## config.mk

```make
export PLATFORM = sky130hd
export DESIGN_NAME = display_scan_driver
export DESIGN_NICKNAME = d
export VERILOG_FILES = /design/src/rtl/display_scan_driver_pkg.sv /design/src/rtl/seg7_hex_decode.sv /design/src/rtl/display_scan_driver.sv
export SDC_FILE = /design/constraint.sdc
export NUM_CORES = 1
export LEC_CHECK = 0
export CAP_MARGIN = 20
export CORE_AREA = 2 2 87 68
export CTS_BUF_LIST = sky130_fd_sc_hd__clkbuf_8
export DETAILED_ROUTE_END_ITERATION = 8
export DIE_AREA = 0 0 89 70
export DONT_BUFFER_PORTS = 1
export PLACE_DENSITY_LB_ADDON = 0.1
export SYNTH_ARGS = -nofsm -noshare
export SYNTH_HDL_FRONTEND = slang
export SYNTH_SLANG_ARGS = --single-unit
```

## constraint.sdc

```tcl
create_clock -name clk -period 3.05 [get_ports clk]
set_input_delay 0.61 -clock clk [delete_from_list [all_inputs] [get_ports clk]]
set_output_delay 0.61 -clock clk [all_outputs]
set_load 0.01 [all_outputs]
```

## src/rtl/display_scan_driver_pkg.sv

```systemverilog
// Segment bit positions and hex glyph constants for the multiplexed display driver.
// Glyphs are active-high, seg[6]=a down to seg[0]=g; polarity is applied at the top level.
package display_scan_driver_pkg;

    typedef logic [6:0] seg_t;

    localparam int SEG_A = 6;
    localparam int SEG_B = 5;
    localparam int SEG_C = 4;
    localparam int SEG_D = 3;
    localparam int SEG_E = 2;
    localparam int SEG_F = 1;
    localparam int SEG_G = 0;

    localparam seg_t BIT_A = seg_t'(1 << SEG_A);
    localparam seg_t BIT_B = seg_t'(1 << SEG_B);
    localparam seg_t BIT_C = seg_t'(1 << SEG_C);
    localparam seg_t BIT_D = seg_t'(1 << SEG_D);
    localparam seg_t BIT_E = seg_t'(1 << SEG_E);
    localparam seg_t BIT_F = seg_t'(1 << SEG_F);
    localparam seg_t BIT_G = seg_t'(1 << SEG_G);

    localparam seg_t SEG_OFF = 7'h00;
    localparam seg_t SEG_0 = BIT_A | BIT_B | BIT_C | BIT_D | BIT_E | BIT_F;
    localparam seg_t SEG_1 = BIT_B | BIT_C;
    localparam seg_t SEG_2 = BIT_A | BIT_B | BIT_D | BIT_E | BIT_G;
    localparam seg_t SEG_3 = BIT_A | BIT_B | BIT_C | BIT_D | BIT_G;
    localparam seg_t SEG_4 = BIT_B | BIT_C | BIT_F | BIT_G;
    localparam seg_t SEG_5 = BIT_A | BIT_C | BIT_D | BIT_F | BIT_G;
    localparam seg_t SEG_6 = BIT_A | BIT_C | BIT_D | BIT_E | BIT_F | BIT_G;
    localparam seg_t SEG_7 = BIT_A | BIT_B | BIT_C;
    localparam seg_t SEG_8 = BIT_A | BIT_B | BIT_C | BIT_D | BIT_E | BIT_F | BIT_G;
    localparam seg_t SEG_9 = BIT_A | BIT_B | BIT_C | BIT_D | BIT_F | BIT_G;
    localparam seg_t SEG_HEX_A = BIT_A | BIT_B | BIT_C | BIT_E | BIT_F | BIT_G;
    localparam seg_t SEG_HEX_B = BIT_C | BIT_D | BIT_E | BIT_F | BIT_G;
    localparam seg_t SEG_HEX_C = BIT_A | BIT_D | BIT_E | BIT_F;
    localparam seg_t SEG_HEX_D = BIT_B | BIT_C | BIT_D | BIT_E | BIT_G;
    localparam seg_t SEG_HEX_E = BIT_A | BIT_D | BIT_E | BIT_F | BIT_G;
    localparam seg_t SEG_HEX_F = BIT_A | BIT_E | BIT_F | BIT_G;

endpackage

```

## src/rtl/seg7_hex_decode.sv

```systemverilog
// Hex nibble to 7-segment glyph, active-high.
// Latency: combinational. Backpressure: none.
// Polarity and blanking are the caller's concern.
module seg7_hex_decode
    import display_scan_driver_pkg::*;
(
    input  logic [3:0] nibble,
    output seg_t       seg
);

    always_comb begin
        seg = SEG_OFF;
        case (nibble)
            4'h0: seg = SEG_0;
            4'h1: seg = SEG_1;
            4'h2: seg = SEG_2;
            4'h3: seg = SEG_3;
            4'h4: seg = SEG_4;
            4'h5: seg = SEG_5;
            4'h6: seg = SEG_6;
            4'h7: seg = SEG_7;
            4'h8: seg = SEG_8;
            4'h9: seg = SEG_9;
            4'hA: seg = SEG_HEX_A;
            4'hB: seg = SEG_HEX_B;
            4'hC: seg = SEG_HEX_C;
            4'hD: seg = SEG_HEX_D;
            4'hE: seg = SEG_HEX_E;
            4'hF: seg = SEG_HEX_F;
            default: seg = SEG_OFF;
        endcase
    end

endmodule

```

## src/rtl/display_scan_driver.sv

```systemverilog
// Multiplexed hex display scanner with blink and leading-zero suppression.
// Latency: seg/an registered, 1 clk after index/shadow state.
// Backpressure: none; free-running scan, load captures unconditionally.
module display_scan_driver
    import display_scan_driver_pkg::*;
#(
    parameter int N_DIGITS   = 4,
    parameter int SCAN_DIV   = 50000,
    parameter int BLINK_DIV  = 64,
    parameter int ACTIVE_LOW = 1
) (
    input  logic                  clk,
    input  logic                  rst_n,
    input  logic                  load,
    input  logic [4*N_DIGITS-1:0] data,
    input  logic [N_DIGITS-1:0]   blink_mask,
    input  logic                  lzs,
    output logic [6:0]            seg,
    output logic [N_DIGITS-1:0]   an,
    output logic                  frame
);

    localparam int PW = (SCAN_DIV > 1) ? $clog2(SCAN_DIV) : 1;
    localparam int IW = $clog2(N_DIGITS);
    localparam int BW = (BLINK_DIV > 1) ? $clog2(BLINK_DIV) : 1;

    localparam logic [PW-1:0] PS_LAST  = PW'(SCAN_DIV - 1);
    localparam logic [IW-1:0] IDX_LAST = IW'(N_DIGITS - 1);
    localparam logic [BW-1:0] BLK_LAST = BW'(BLINK_DIV - 1);
    localparam logic          INVERT   = (ACTIVE_LOW != 0);

    localparam seg_t                SEG_IDLE = INVERT ? ~SEG_OFF : SEG_OFF;
    localparam logic [N_DIGITS-1:0] AN_IDLE  = INVERT ? '1 : '0;

    logic [PW-1:0]         ps_cnt;
    logic [IW-1:0]         idx;
    logic [BW-1:0]         blk_cnt;
    logic                  blink_phase;
    logic [4*N_DIGITS-1:0] data_sh;
    logic [N_DIGITS-1:0]   mask_sh;
    logic                  lzs_sh;

    logic                  tick;
    logic                  wrap;
    logic [3:0]            nibble;
    logic                  mask_bit;
    logic                  lead_zero;
    logic                  run_zero;
    logic                  blank;
    seg_t                  glyph;
    seg_t                  seg_act;
    logic [N_DIGITS-1:0]   an_act;

    assign tick = (ps_cnt == PS_LAST);
    assign wrap = tick && (idx == IDX_LAST);

    // Walk from the most significant digit down so run_zero tells whether
    // everything at and above digit i is zero.
    always_comb begin
        nibble    = 4'h0;
        mask_bit  = 1'b0;
        lead_zero = 1'b0;
        run_zero  = 1'b1;
        for (int i = N_DIGITS - 1; i >= 0; i--) begin
            run_zero = run_zero && (data_sh[i*4 +: 4] == 4'h0);
            if (idx == IW'(i)) begin
                nibble    = data_sh[i*4 +: 4];
                mask_bit  = mask_sh[i];
                lead_zero = run_zero && (i != 0);
            end
        end
    end

    seg7_hex_decode u_decode (
        .nibble (nibble),
        .seg    (glyph)
    );

    always_comb begin
        blank   = (mask_bit && blink_phase) || (lzs_sh && lead_zero);
        seg_act = blank ? SEG_OFF : glyph;
        an_act  = N_DIGITS'(1) << idx;
    end

    always_ff @(posedge clk) begin
        if (!rst_n) begin
            ps_cnt      <= '0;
            idx         <= '0;
            blk_cnt     <= '0;
            blink_phase <= 1'b0;
            data_sh     <= '0;
            mask_sh     <= '0;
            lzs_sh      <= 1'b0;
            frame       <= 1'b0;
            seg         <= SEG_IDLE;
            an          <= AN_IDLE;
        end else begin
            ps_cnt <= tick ? '0 : ps_cnt + 1'b1;
            if (tick) begin
                idx <= wrap ? '0 : idx + 1'b1;
            end
            frame <= wrap;
            if (wrap) begin
                if (blk_cnt == BLK_LAST) begin
                    blk_cnt     <= '0;
                    blink_phase <= ~blink_phase;
                end else begin
                    blk_cnt <= blk_cnt + 1'b1;
                end
            end
            if (load) begin
                data_sh <= data;
                mask_sh <= blink_mask;
                lzs_sh  <= lzs;
            end
            seg <= INVERT ? ~seg_act : seg_act;
            an  <= INVERT ? ~an_act : an_act;
        end
    end

endmodule

```

After elaboration in Yosys (flattened, before gate mapping)
Memories as Yosys holds them, arrays and structs flattened.
Index checks and enable logic that the tools add are counted.
{"block": "classes", "addsub": 3, "eq_ne": 5, "shifts": 1, "muxes": 15, "bitwise": 4, "n_reduce_logical": 12}
{"operator": "adder 16 x 1 -> 16 bit, second input constant", "n": 1}
{"operator": "equality test 16 bit, second input constant", "n": 1}
{"operator": "2-to-1 mux 4 bit", "n": 4}
{"operator": "logical NOT 4 bit", "n": 3}
{"operator": "2-to-1 mux 1 bit", "n": 8}
{"operator": "2-to-1 mux 7 bit", "n": 1}
{"operator": "inverter 7 bit", "n": 1}
{"operator": "adder 6 x 1 -> 6 bit, second input constant", "n": 1}
{"operator": "equality test 6 bit, second input constant", "n": 1}
{"operator": "2-to-1 mux 6 bit", "n": 1}
{"operator": "logical AND 1 bit", "n": 5}
{"operator": "equality test 2 bit, second input constant", "n": 2}
{"operator": "inverter 4 bit", "n": 1}
{"operator": "left shift 1 x 2 -> 4 bit, first input constant", "n": 1}
{"operator": "adder 2 x 1 -> 2 bit, second input constant", "n": 1}
{"operator": "equality test 2 x 1 -> 1 bit, second input constant", "n": 1}
{"operator": "logical NOT 2 bit", "n": 1}
{"operator": "2-to-1 mux 2 bit", "n": 1}
{"operator": "inverter 1 bit", "n": 2}
{"operator": "AND reduction 2 bit", "n": 1}
{"operator": "OR reduction 2 bit", "n": 1}
{"operator": "logical OR 1 bit", "n": 1}
{"block": "word_totals", "register_bits": 58, "romBits": 112, "input_bits": 24, "output_inout_bits": 12, "n_memories": 1}
{"name": "(no name shown)", "words": 16, "width": 7, "rd": 1, "rd_ports_with_merged_regs": 0, "write_ports": 0, "line_no": "seg7_hex_decode.sv:13", "source": "case (nibble)"}

Longest topological paths before layout
{"block": "depth", "word_depth": 9, "mapped_depth": 11, "mapped_depth_nobuf": 10}

Cells and area by module
A second synthesis with hierarchy kept.
{"block": "unflattened", "hier_cells": 299, "area_unflattened_um2": 2728.9}
{"module": "display_scan_driver", "n_inst": 1, "cells_per_inst": 266, "area_each_um2": 2441.1}
{"module": "seg7_hex_decode", "n_inst": 1, "cells_per_inst": 33, "area_each_um2": 287.8}

Worst setup path after synthesis
No wires, ideal clock.
{"block": "synth_path", "kind": "reg-to-reg", "start": "register idx[0]", "end": "register seg[5]", "setup_ns": 0.132, "t_arrival_ns": 2.267, "setup_slack_ns": 0.650, "stages_incl_launch_ff": 11, "path_buffers": 1, "path_cell_list": "dfxtp_1 inv_1 ha_1 clkbuf_1 a21oi_1 o21ai_0 a22oi_1 inv_1 ha_1 a211oi_1 or3b_2"}
{"block": "synth_between", "elab_chain_len": 9, "word_cells_on_any_way": 22}
{"element": "start: declaration", "line_no": "display_scan_driver.sv:36", "source": "logic [IW-1:0] idx;"}
{"element": "start signal: assignment", "line_no": "display_scan_driver.sv:100", "source": "idx <= wrap ? '0 : idx + 1'b1;"}
{"element": "parallel branches: the longest is 7 deep, another holds memory read (16 x 7 bit)"}
{"element": "2-to-1 mux 7 bit (*)", "line_no": "display_scan_driver.sv:81", "source": "seg_act = blank ? SEG_OFF : glyph;"}
{"element": "inverter 7 bit (*)", "line_no": "display_scan_driver.sv:116", "source": "seg <= INVERT ? ~seg_act : seg_act;"}
{"element": "end signal: assignment", "line_no": "display_scan_driver.sv:116"}
{"element": "end: declaration", "line_no": "display_scan_driver.sv:18", "source": "output logic [6:0] seg,"}
Mark *: on every way between the ends.
A chain may end at the register's enable or synchronous reset.

Final worst setup path
Ends and elaborated chain as after synthesis.

==> reports/summary.txt <==
# resized after CTS - 0
Int Pwr - 0.00124 W
CTS Buf Count - 9
Starting DRC count in detailed routing - 85
Share of layout cells above drive strength 1 - 6.56%
Unique cell type count in the Yosys netlist - 42
Clock Sink Count - 58
Crit Path Max Fanout - 13
Flop pwr share - 50.8%
Antenna Cells - 0
First-pass GRT wire length - 9180 um
Unrepaired setup endpoints after global routing - false
Commonest non-fill, non-tap cell in the layout - dfxtp_1
Die area - 6230 um^2
Die height - 70 um
Post-DP HPWL - 3890 um
PwrDens - 544 nW/um^2
Final wirelength - 5520 um
CTS max path bufs - 2
Fin crit share - 84.8%
Initial antenna violation count - 0
Max-Cap Viols - 0
Clock Power Share - 43.6%
Postcts setup bufs - 0
Clock-pin slew on the worst setup and hold paths - 0.06 ns
Worst Path Buf+Inv - 2
Port Buffers - 0
Starting Density - 48.4%
GR Overflow Total - 0
Static leakage - 1.15 nW
Synth warn - 0
Fin Setup TNS - 0 ns
Yosys reg bits - 58
DRC Markers - 0
Critical Path RT - 3.26 ns
Post-synthesis cell count - 300
Crit path kind - reg2reg
Nets@finish - 336
EDFF count, synth - 0
Status - completed
Largest net degree at the start of global routing - 31
Core ar. - 5530 um^2
Most frequent cells in the layout - dfxtp_1 (58), nor2_1 (48), nand2_1 (29)
RePlAce Congestion - 0.858
WL per Instance - 14.4 um
Worst Tran Pin Value - 0.643 ns
Vias/cell - 5.37
# setup viols final - 0
I/O pins - 36
Async set-reset flop share out of synthesis - 0%
Vias in the first global route - 1878
CTS tree - yes
Critical path's largest stage delay - 0.44 ns
Fin util - 53.1%
Total track usage - 19.6%
Detailed Routing Iterations Pass 1 - 4
Switching share of power - 22.4%
H-tree depth - 3
NetSw - 0.000358 W
Root Driver - clkbuf_8
DRT antenna net count - 0
Worst VDD drop - 0.278 mV
Hold Crit Class - in2reg
Skew final - 0.00886 ns
Worst skew pair latency - 0.33 ns
Final Max Tran Viols - 0
Num rows - 24
Final Hold Fails - 0
Register area share after synthesis - 43.4%
Fmax achieved - 387 MHz
Data arrival, critical path - 2.80 ns
Area grow syn2layout - 9.73%
Syn_nets - 336
Slew HR - 57.1%
Fin crit period - 2.59 ns
Worst Setup Start Kind - register
Share of power burned in combinational logic - 5.5%
Vias - 2057
Mapped Avg Cell Area - 8.91 um^2
Kind of cell adding the most delay to the critical path - compound AO/OA/AOI/OAI gates
CP Capture Type - register
CP cell instances - inv_1 > ha_1 > a21oi_1 > o21ai_0 > a22oi_1 > inv_1 > ha_1 > a211oi_1 > or3b_2
Crit-path slowest cell - or3b_2
Post-synthesis instance area - 2670 um^2
Main synth FF type - dfxtp_1
Die W - 89 um
# hold bufs at CTS - 0
==> registers in the layout, summed over array words and instances, names as in the netlist, 2 cells and up <==
name	flops
data_sh	16
idx	2
mask_sh	4
ps_cnt	16
blk_cnt	6
seg	7
an	4
==> per-stage QoR <==
step	cells	total power [W]	hold slack [ns]	setup slack, ns	instance area [um^2]
after floorplan	300	0.000900	0.418	0.650	2670
after global placement	367	0.000916	0.431	0.586	2740
after detailed placement	367	0.000916	0.443	0.458	2740
after CTS	383	0.00162	0.329	0.472	2930
after global routing	383	0.00167	0.334	0.190	2930
final	383	0.00160	0.348	0.464	2930
==> path summary, 6_finish.rpt <==
path | from | to | slack (ns) | cells past startpoint
worst max register to register | idx[0]$_SDFFE_PN0N_ | seg[5]$_SDFF_PN1_ | 0.46 | 9
worst min register to register | ps_cnt[0]$_SDFF_PP0_ | ps_cnt[0]$_SDFF_PP0_ | 0.45 | 1
worst max-delay path | idx[0]$_SDFFE_PN0N_ | seg[5]$_SDFF_PN1_ | 0.46 | 9
worst min-delay path | rst_n | an[2]$_SDFF_PN1_ | 0.35 | 1
==> power by group through the flow <==
stage / combinational [W] / sequential [W] / clock, W
floorplan: 0.0000790 / 0.000821 / 0
global placement: 0.0000872 / 0.000829 / 0
detailed placement: 0.0000876 / 0.000828 / 0
CTS: 0.0000887 / 0.000812 / 0.000719
global route: 0.000101 / 0.000815 / 0.000755
finish: 0.0000882 / 0.000812 / 0.000697
==> cells in the mapped netlist (2+ instances only) <==
cell       n  area share (%)
nor4_1     4            0.94
nor3_1     5            0.94
dfxtp_1   58              43
a311oi_1   2            0.66
mux2i_1   25             9.4
xor2_1     9             2.9
nand3b_1   5             1.4
o221ai_1   4             1.3
a211oi_1   2            0.56
clkbuf_1  10             1.4
ha_1      12             5.6
inv_1     10             1.4
nand2_1   29             4.1
or4_1      3            0.84
o31ai_1    2            0.56
xnor2_1    5             1.6
a21oi_1   12             2.2
o21ai_0    8             1.5
and3_1     4            0.94
nand3_1   12             2.2
or3_1      4            0.94
nor2_1    48             6.7
nor3b_1    2            0.56
nand2b_1   5             1.2
a22oi_1    2            0.56
buf_1      2            0.28
==> area by class of cell <==
| class | count | area, um^2 |
|---|---|---|
| clock buffers | 11 | 151 |
| clock inverters | 5 | 46.3 |
| fillers | 546 | 2590 |
| inverters | 10 | 37.5 |
| multi-input cells | 219 | 1430 |
| flip-flops and latches | 58 | 1160 |
| well taps | 78 | 97.6 |
| repair buffers | 2 | 15.0 |
==> worst reg2reg max path, cell delays in order (launching register included) <==
cell	delay (ns)
dfxtp_1	0.40
inv_1	0.10
ha_1	0.34
a21oi_1	0.18
o21ai_0	0.10
a22oi_1	0.35
inv_1	0.18
ha_1	0.33
a211oi_1	0.06
or3b_2	0.44
==> kinds of logic (layout without fill, tap and decap cells) <==
logic type	Yosys count	in the layout	share of synthesized area (%)
xor gates and xnor gates	14	14	4.59
buffers and inverters	23	28	3.28
adders and majority gates	12	12	5.62
muxes	26	26	9.78
and+or+nand+nor	129	129	24.0
AOI/OAI and AO/OA	38	38	9.36
DFF	58	58	43.4
==> metal layers <==
metal	up-vias	routed length, um	global-route usage [%]
li1	1038	-	-
met1	951	2990	30.1
met2	59	2040	23.0
met3	9	401	8.51
met4	0	88	8.46
met5	-	0	0
(Power assumes the default switching activity.)
